### src/rtl/hazard_match_pipe.sv
// E/M/W address and control tracking feeding the hazard unit's match inputs.
// Optional saturating stall/flush counters when HAZARD_PERF_CNT_EN is defined.
module hazard_match_pipe #(
  parameter int CNT_W = 16
) (
  input  logic       clk,
  input  logic       reset,
  input  logic [3:0] RA1D,
  input  logic [3:0] RA2D,
  input  logic [3:0] WA3D,
  input  logic       RegWriteD,
  input  logic       MemtoRegD,
  input  logic       PCSrcD,
  input  logic       CondExE,
  input  logic       FlushE,
  input  logic       StallD,
  output logic       Match_1E_M,
  output logic       Match_1E_W,
  output logic       Match_2E_M,
  output logic       Match_2E_W,
  output logic       Match_12D_E,
  output logic       RegWriteM,
  output logic       RegWriteW,
  output logic       MemtoRegE,
  output logic       PCSrcE,
  output logic       PCSrcM,
  output logic       PCSrcW
`ifdef HAZARD_PERF_CNT_EN
  ,
  output logic [CNT_W-1:0] StallCnt,
  output logic [CNT_W-1:0] FlushCnt
`endif
);

  logic [3:0] ra1_e, ra2_e, wa3_e;
  logic       reg_write_e, valid_e;
  logic [3:0] wa3_m, wa3_w;
  logic       mem_to_reg_m, valid_m, valid_w;

  always_ff @(posedge clk or negedge reset) begin
    if (!reset) begin
      ra1_e       <= '0;
      ra2_e       <= '0;
      wa3_e       <= '0;
      reg_write_e <= 1'b0;
      MemtoRegE   <= 1'b0;
      PCSrcE      <= 1'b0;
      valid_e     <= 1'b0;
    end else if (FlushE) begin
      ra1_e       <= '0;
      ra2_e       <= '0;
      wa3_e       <= '0;
      reg_write_e <= 1'b0;
      MemtoRegE   <= 1'b0;
      PCSrcE      <= 1'b0;
      valid_e     <= 1'b0;
    end else begin
      ra1_e       <= RA1D;
      ra2_e       <= RA2D;
      wa3_e       <= WA3D;
      reg_write_e <= RegWriteD;
      MemtoRegE   <= MemtoRegD;
      PCSrcE      <= PCSrcD;
      valid_e     <= 1'b1;
    end
  end

  // Failed condition kills the writes but keeps WA3 moving down the pipe.
  always_ff @(posedge clk or negedge reset) begin
    if (!reset) begin
      wa3_m        <= '0;
      RegWriteM    <= 1'b0;
      mem_to_reg_m <= 1'b0;
      PCSrcM       <= 1'b0;
      valid_m      <= 1'b0;
      wa3_w        <= '0;
      RegWriteW    <= 1'b0;
      PCSrcW       <= 1'b0;
      valid_w      <= 1'b0;
    end else begin
      wa3_m        <= wa3_e;
      RegWriteM    <= reg_write_e & CondExE;
      mem_to_reg_m <= MemtoRegE;
      PCSrcM       <= PCSrcE & CondExE;
      valid_m      <= valid_e;
      wa3_w        <= wa3_m;
      RegWriteW    <= RegWriteM;
      PCSrcW       <= PCSrcM;
      valid_w      <= valid_m;
    end
  end

  logic ra1_e_ok, ra2_e_ok, ra1_d_ok, ra2_d_ok;

  // R15 reads come from PCPlus8, so they never forward.
  assign ra1_e_ok = ra1_e != 4'hF;
  assign ra2_e_ok = ra2_e != 4'hF;
  assign ra1_d_ok = RA1D != 4'hF;
  assign ra2_d_ok = RA2D != 4'hF;

  assign Match_1E_M = valid_e & valid_m & (ra1_e == wa3_m) & ra1_e_ok;
  assign Match_1E_W = valid_e & valid_w & (ra1_e == wa3_w) & ra1_e_ok;
  assign Match_2E_M = valid_e & valid_m & (ra2_e == wa3_m) & ra2_e_ok;
  assign Match_2E_W = valid_e & valid_w & (ra2_e == wa3_w) & ra2_e_ok;

  assign Match_12D_E = valid_e &
    (((RA1D == wa3_e) & ra1_d_ok) |
     ((RA2D == wa3_e) & ra2_d_ok));

`ifdef HAZARD_PERF_CNT_EN
  always_ff @(posedge clk or negedge reset) begin
    if (!reset) begin
      StallCnt <= '0;
      FlushCnt <= '0;
    end else begin
      if (StallD && (StallCnt != '1))
        StallCnt <= StallCnt + 1'b1;
      if (FlushE && (FlushCnt != '1))
        FlushCnt <= FlushCnt + 1'b1;
    end
  end

  logic unused_m;
  assign unused_m = mem_to_reg_m;
`else
  logic unused_m;
  assign unused_m = ^{mem_to_reg_m, StallD, CNT_W[0]};
`endif

endmodule

### config.mk
export PLATFORM = sky130hd
export DESIGN_NAME = hazard_match_pipe
export DESIGN_NICKNAME = d
export VERILOG_FILES = /design/src/rtl/hazard_match_pipe.sv
export SDC_FILE = /design/constraint.sdc
export NUM_CORES = 1
export LEC_CHECK = 0
export ABC_AREA = 1
export CAP_MARGIN = 20
export CORE_MARGIN = 2
export CORE_UTILIZATION = 43
export DETAILED_ROUTE_END_ITERATION = 12
export GPL_TIMING_DRIVEN = 0
export HOLD_SLACK_MARGIN = 0.15
export PLACE_DENSITY = 0.73
export SLEW_MARGIN = 10
export SYNTH_ARGS = -nofsm -noshare
export SYNTH_HDL_FRONTEND = slang
export SYNTH_SLANG_ARGS = --single-unit
### constraint.sdc
create_clock -name clk -period 1.1 [get_ports clk]
set_input_delay 0.33 -clock clk [delete_from_list [all_inputs] [get_ports clk]]
set_output_delay 0.33 -clock clk [all_outputs]
set_load 0.02 [all_outputs]
== Yosys cells after proc, flatten, opt, wreduce, memory -nomap -nowiden ==
Index checks and enable logic that the tools add are counted.

* Bits in registers: 30
* Latch bits: 0
* RAM bits: 0
* Bits in read-only memories: 0
* Logic and storage cells: 48
* Memories kept: 0

* $add $sub $neg: 0
* Multipliers: 0
* Div/mod/pow operators: 0
* Order comparisons: 0
* Eq/ne operators: 10
* Shift-type cells: 0
* Muxes and demuxes: 7
* Bitwise logic cells: 16
* Reduce and logical (&&, ||, !) cells: 0

{| class="wikitable"
|+ Operator list
! cell !! count
|-
| equality test 4 bit || 6
|-
| inequality test 4 bit (second input constant) || 4
|-
| bitwise AND 1 bit || 15
|-
| two-way mux 4 bit || 3
|-
| two-way mux 1 bit || 4
|-
| OR 1 bit || 1
|}

== Longest topological paths before layout ==
* Depth after elaboration: 4
* Gate-level depth with buffers: 6
* Gate-level depth less buffers: 6

== Least setup slack after synthesis ==
No wires, ideal clock.

* Path type: reg-to-output
* Start point: reg wa3_m[3]
* End point: out Match_2E_M
* Arrival time: 1.083 ns
* Slack: -0.313 ns
* Cell stages (with the launch flop): 4
* Path buffers: 0
* Cells stage by stage: dfrtp_1 > a21oi_1 > nand4_1 > nor3_1

* Longest elaborated chain between the ends: 3

{| class="wikitable"
|+ Ends and longest elaborated chain
! element !! RTL line !! source
|-
| start: declaration || 37 || <nowiki>logic [3:0] wa3_m, wa3_w;</nowiki>
|-
| start signal: assignment || 81 || <nowiki>wa3_m <= wa3_e;</nowiki>
|-
| equality test 4 bit || 103 || <nowiki>assign Match_2E_M = valid_e & valid_m & (ra2_e == wa3_m) & ra2_e_ok;</nowiki>
|-
| bitwise AND 1 bit (2 in series) || 103 ||
|-
| end: declaration || 19 || <nowiki>output logic Match_2E_M,</nowiki>
|}

Every way passes these cells.

== Final worst setup path ==
* Start point: in RA2D[0]
* End point: out Match_12D_E

* Longest elaborated chain between the ends: 4

{| class="wikitable"
|+ Ends and longest elaborated chain
! element !! RTL line !! source
|-
| start: declaration || 9 || <nowiki>input logic [3:0] RA2D,</nowiki>
|-
| equality test 4 bit or inequality test 4 bit (tied branches) || 108, 99 ||
|-
| bitwise AND 1 bit * || 108 || <nowiki>((RA2D == wa3_e) & ra2_d_ok));</nowiki>
|-
| OR 1 bit * || 107 || <nowiki>(((RA1D == wa3_e) & ra1_d_ok) |</nowiki>
|-
| bitwise AND 1 bit * || 106 || <nowiki>assign Match_12D_E = valid_e &</nowiki>
|-
| end: declaration || 21 || <nowiki>output logic Match_12D_E,</nowiki>
|}

Mark *: on every way between the ends. The rest lies on a longest branch, timed or not.

==> run_results.csv <==
group,metric,value,unit
yosys,synth_area_leaders,"dfrtp_1 (57%), nand2_1 (10%), inv_1 (9.2%), nor2_1 (6.9%), xor2_1 (2.0%)",
clock_network,path_clk_slew,100,ps
timing,maxSlewViolCount,0,
clock_network,cts_inserted_buffers,5,
placement,pre_cts_ws,-1250,ps
timing,fin_ws,-663,ps
clock_network,clk_path_buf_depth,2,
run_status,violations,"setup timing",
yosys,yosys_most_used_dff,"dfrtp_1",
cells_and_area,fill_cells,241,
setup_path,cp_slowest_cell,"clkdlybuf4s50_1",
job,drv_cap,0,
yosys,ys_types,18,
yosys,synth_edf_count,0,
placement,io_buffers,28,
placement,dp.final_hpwl,2020,um
yosys,synth_top_area_cell,"dfrtp_1",
drt,drt-initial-drc-count,46,
global_routing,grt_max_degree,19,
timing,setup_viol,11,
power,p_leak,0.000956,uW
yosys,ys_async_sr_fraction,100,%
setup_path,critPathLaunch,"RA2D[0]",
die,io_pins,31,
global_routing,first_global_vias,1162,
power,peakVddDrop,0.000785,V
setup_path,worstPathArrival,1430,ps
drt,routed_wl,2800,um
timing,worst_pin_slew,625,ps
timing,maxSlewHeadroom,58.2,%
timing,fin_crit,1760,ps
drt,viasPerCell,4.81,
cells_and_area,seq_area,753,sq um
drt,ant_nets,0,
drt,wire_per_inst,12.0,um
placement,gp_congestion,0.914,
timing,max_freq,0.567,GHz
cells_and_area,drive_above_1_share,28.9,%
cells_and_area,final_nets,220,
timing,rsz0062_at_grt,"true",
cells_and_area,syn_to_final_growth,40.8,%
global_routing,track_usage,18.1,%
global_routing,grt_pass1_wl,4670,um
setup_path,worst-setup-path-type,"input port to output pin",
clock_network,cts_tree,"built",
clock_network,cts-root-buf,"clkbuf_4",
yosys,ys_warn_count,0,
timing,finalHoldViolations,0,
setup_path,regToRegStartpoint,"PCSrcE$_DFF_PN0_",
hold_path,hp-start,"FlushE",
hold_path,hp-class,"input port to flop",
timing,timing.final.crit_share,160,%
clock_network,clkLatencyLatePin,320,ps
die,start_util,44.0,%
drt,dr_total_vias,1125,
yosys,synth_seq_cells,30,
clock_network,cts_sinks,30,
global_routing,grt_overflow,0,
timing,finClkSkew,10.6,ps
die,die-area,3510,sq um
yosys,yosysSeqAreaShare,57.3,%
yosys,syn_inst,159,
yosys,synth_area,1310,sq um
die,die_h,59.2,um
yosys,yosysTopAreaCellShare,57.3,%
setup_path,critPathCaptureType,"output pin",
global_routing,antenna_found_initial,0,
setup_path,worstPathRequired,770,ps
clock_network,cts_max_level,2,
clock_network,cts_hold_buffers,0,
die,std_cell_rows,20,
drt,remaining_drc_errors,0,
cells_and_area,insertedDiodeCount,0,
setup_path,worst_setup_path_start_kind,"input port",
cells_and_area,multi_input_area,520,sq um
run_status,status,"complete, but fails checks",
yosys,synth_nets,179,
die,dieWidth,59.2,um
yosys,syn_area_per_cell,8.25,sq um
die,core_area,2980,sq um
power,total_power,2240,uW
setup_path,critPathMaxFanout,3,
power,power-per-cell-area,1210,nW/um^2
setup_path,path_cells,"clkdlybuf4s50_1, nor2_1, nor2_2, nand3_2, a21oi_4, buf_6",
drt,drt_pass1_iterations,6,
setup_path,rrSetupSlack,400,ps
setup_path,critPathMaxStageDelay,520,ps
Yosys cell counts, types with 3 or more instances:
master,count
nand4_1,4
xor2_1,3
a21oi_1,5
nor2_1,24
dfrtp_1,30
nand2_1,36
nor3_1,4
inv_1,32
nand3_1,5
repair_timing:
action,in CTS,in global routing
resized for setup,83,9
endpoints found under the setup margin,11,11
setup buffers,4,1
pin swaps,12,10
cells in the final DEF (no fill, tap or decap), drive strengths merged:
cell type / netlist / layout
dfrtp: 30 / 30
clkinv: 0 / 1
or2: 2 / 2
nand2: 38 / 38
nand3: 5 / 5
clkbuf: 1 / 8
inv: 34 / 34
clkdlybuf4s50: 0 / 11
xnor2: 2 / 2
xor2: 3 / 3
buf: 1 / 18
o21ai: 2 / 2
nor2: 26 / 26
o22ai: 2 / 2
a21oi: 5 / 5
dlygate4sd2: 0 / 6
nor3: 4 / 4
nand4: 4 / 4
cell type report:
cell class                 count  area share, %
clock inverter                 1          0.271
buffer                         2          0.474
timing repair buffer          34           18.2
inverter                      34           6.91
tap                           33           2.24
clock buffer                   7           2.98
sequential                    30           40.8
multi-input combinational     93           28.2
where the power goes:
group	internal [uW]	switching [uW]	total [uW]
registers	1160	51.6	1210
clock network	309	360	669
logic	168	195	363
sequential cells by signal (all words and copies together), names as in the netlist:
signal	cells
MemtoRegE	1
PCSrcE	1
PCSrcM	1
PCSrcW	1
RegWriteM	1
RegWriteW	1
ra1_e	4
ra2_e	4
reg_write_e	1
valid_e	1
valid_m	1
valid_w	1
wa3_e	4
wa3_m	4
wa3_w	4
metrics by stage:
step | utilization, % | hold WS [ps] | instances | area (sq um) | TNS (ps)
after floorplan | - | 34.4 | 159 | 1360 | -627
after global placement | 56.4 | 357 | 220 | 1680 | -26540
after detailed placement | 56.9 | 365 | 221 | 1700 | -10310
after CTS | 60.9 | 331 | 233 | 1810 | -3570
after global routing | 62.0 | 328 | 234 | 1850 | -4100
final | 62.0 | 335 | 234 | 1850 | -3460
kinds of logic (layout without fill, tap and decap cells):
group	Yosys count	count (layout)	share of synthesized area, %
AND/OR/NAND/NOR	79	79	25.4
XOR/XNOR	5	5	3.34
buffers and inverters	36	78	10.4
AO/OA/AOI/OAI	9	9	3.63
flip-flops	30	30	57.3
layer usage:
metal / global-route usage [%] / wire length, um
met3: 4.15 / 158
met2: 30.1 / 1440
met1: 20.8 / 1090
met4: 11.7 / 114
met5: 0 / 0
critical path, delay by kind of cell:
family | cells | cell delay (ps)
AND/OR/NAND/NOR | 3 | 310
AO/OA/AOI/OAI | 1 | 150
buffers and inverters | 2 | 650
final timing paths:
kind | end | cells past startpoint
max in group asynchronous | wa3_m[3]$_DFF_PN0_ | 2
min in group asynchronous | RegWriteM$_DFF_PN0_ | 1
hold reg to reg | PCSrcW$_DFF_PN0_ | 0
hold / removal | wa3_e[1]$_DFF_PN0_ | 2
setup reg to reg | PCSrcM$_DFF_PN0_ | 3
setup / recovery | Match_12D_E | 6
No activity file was read; power rests on OpenSTA's default activity.
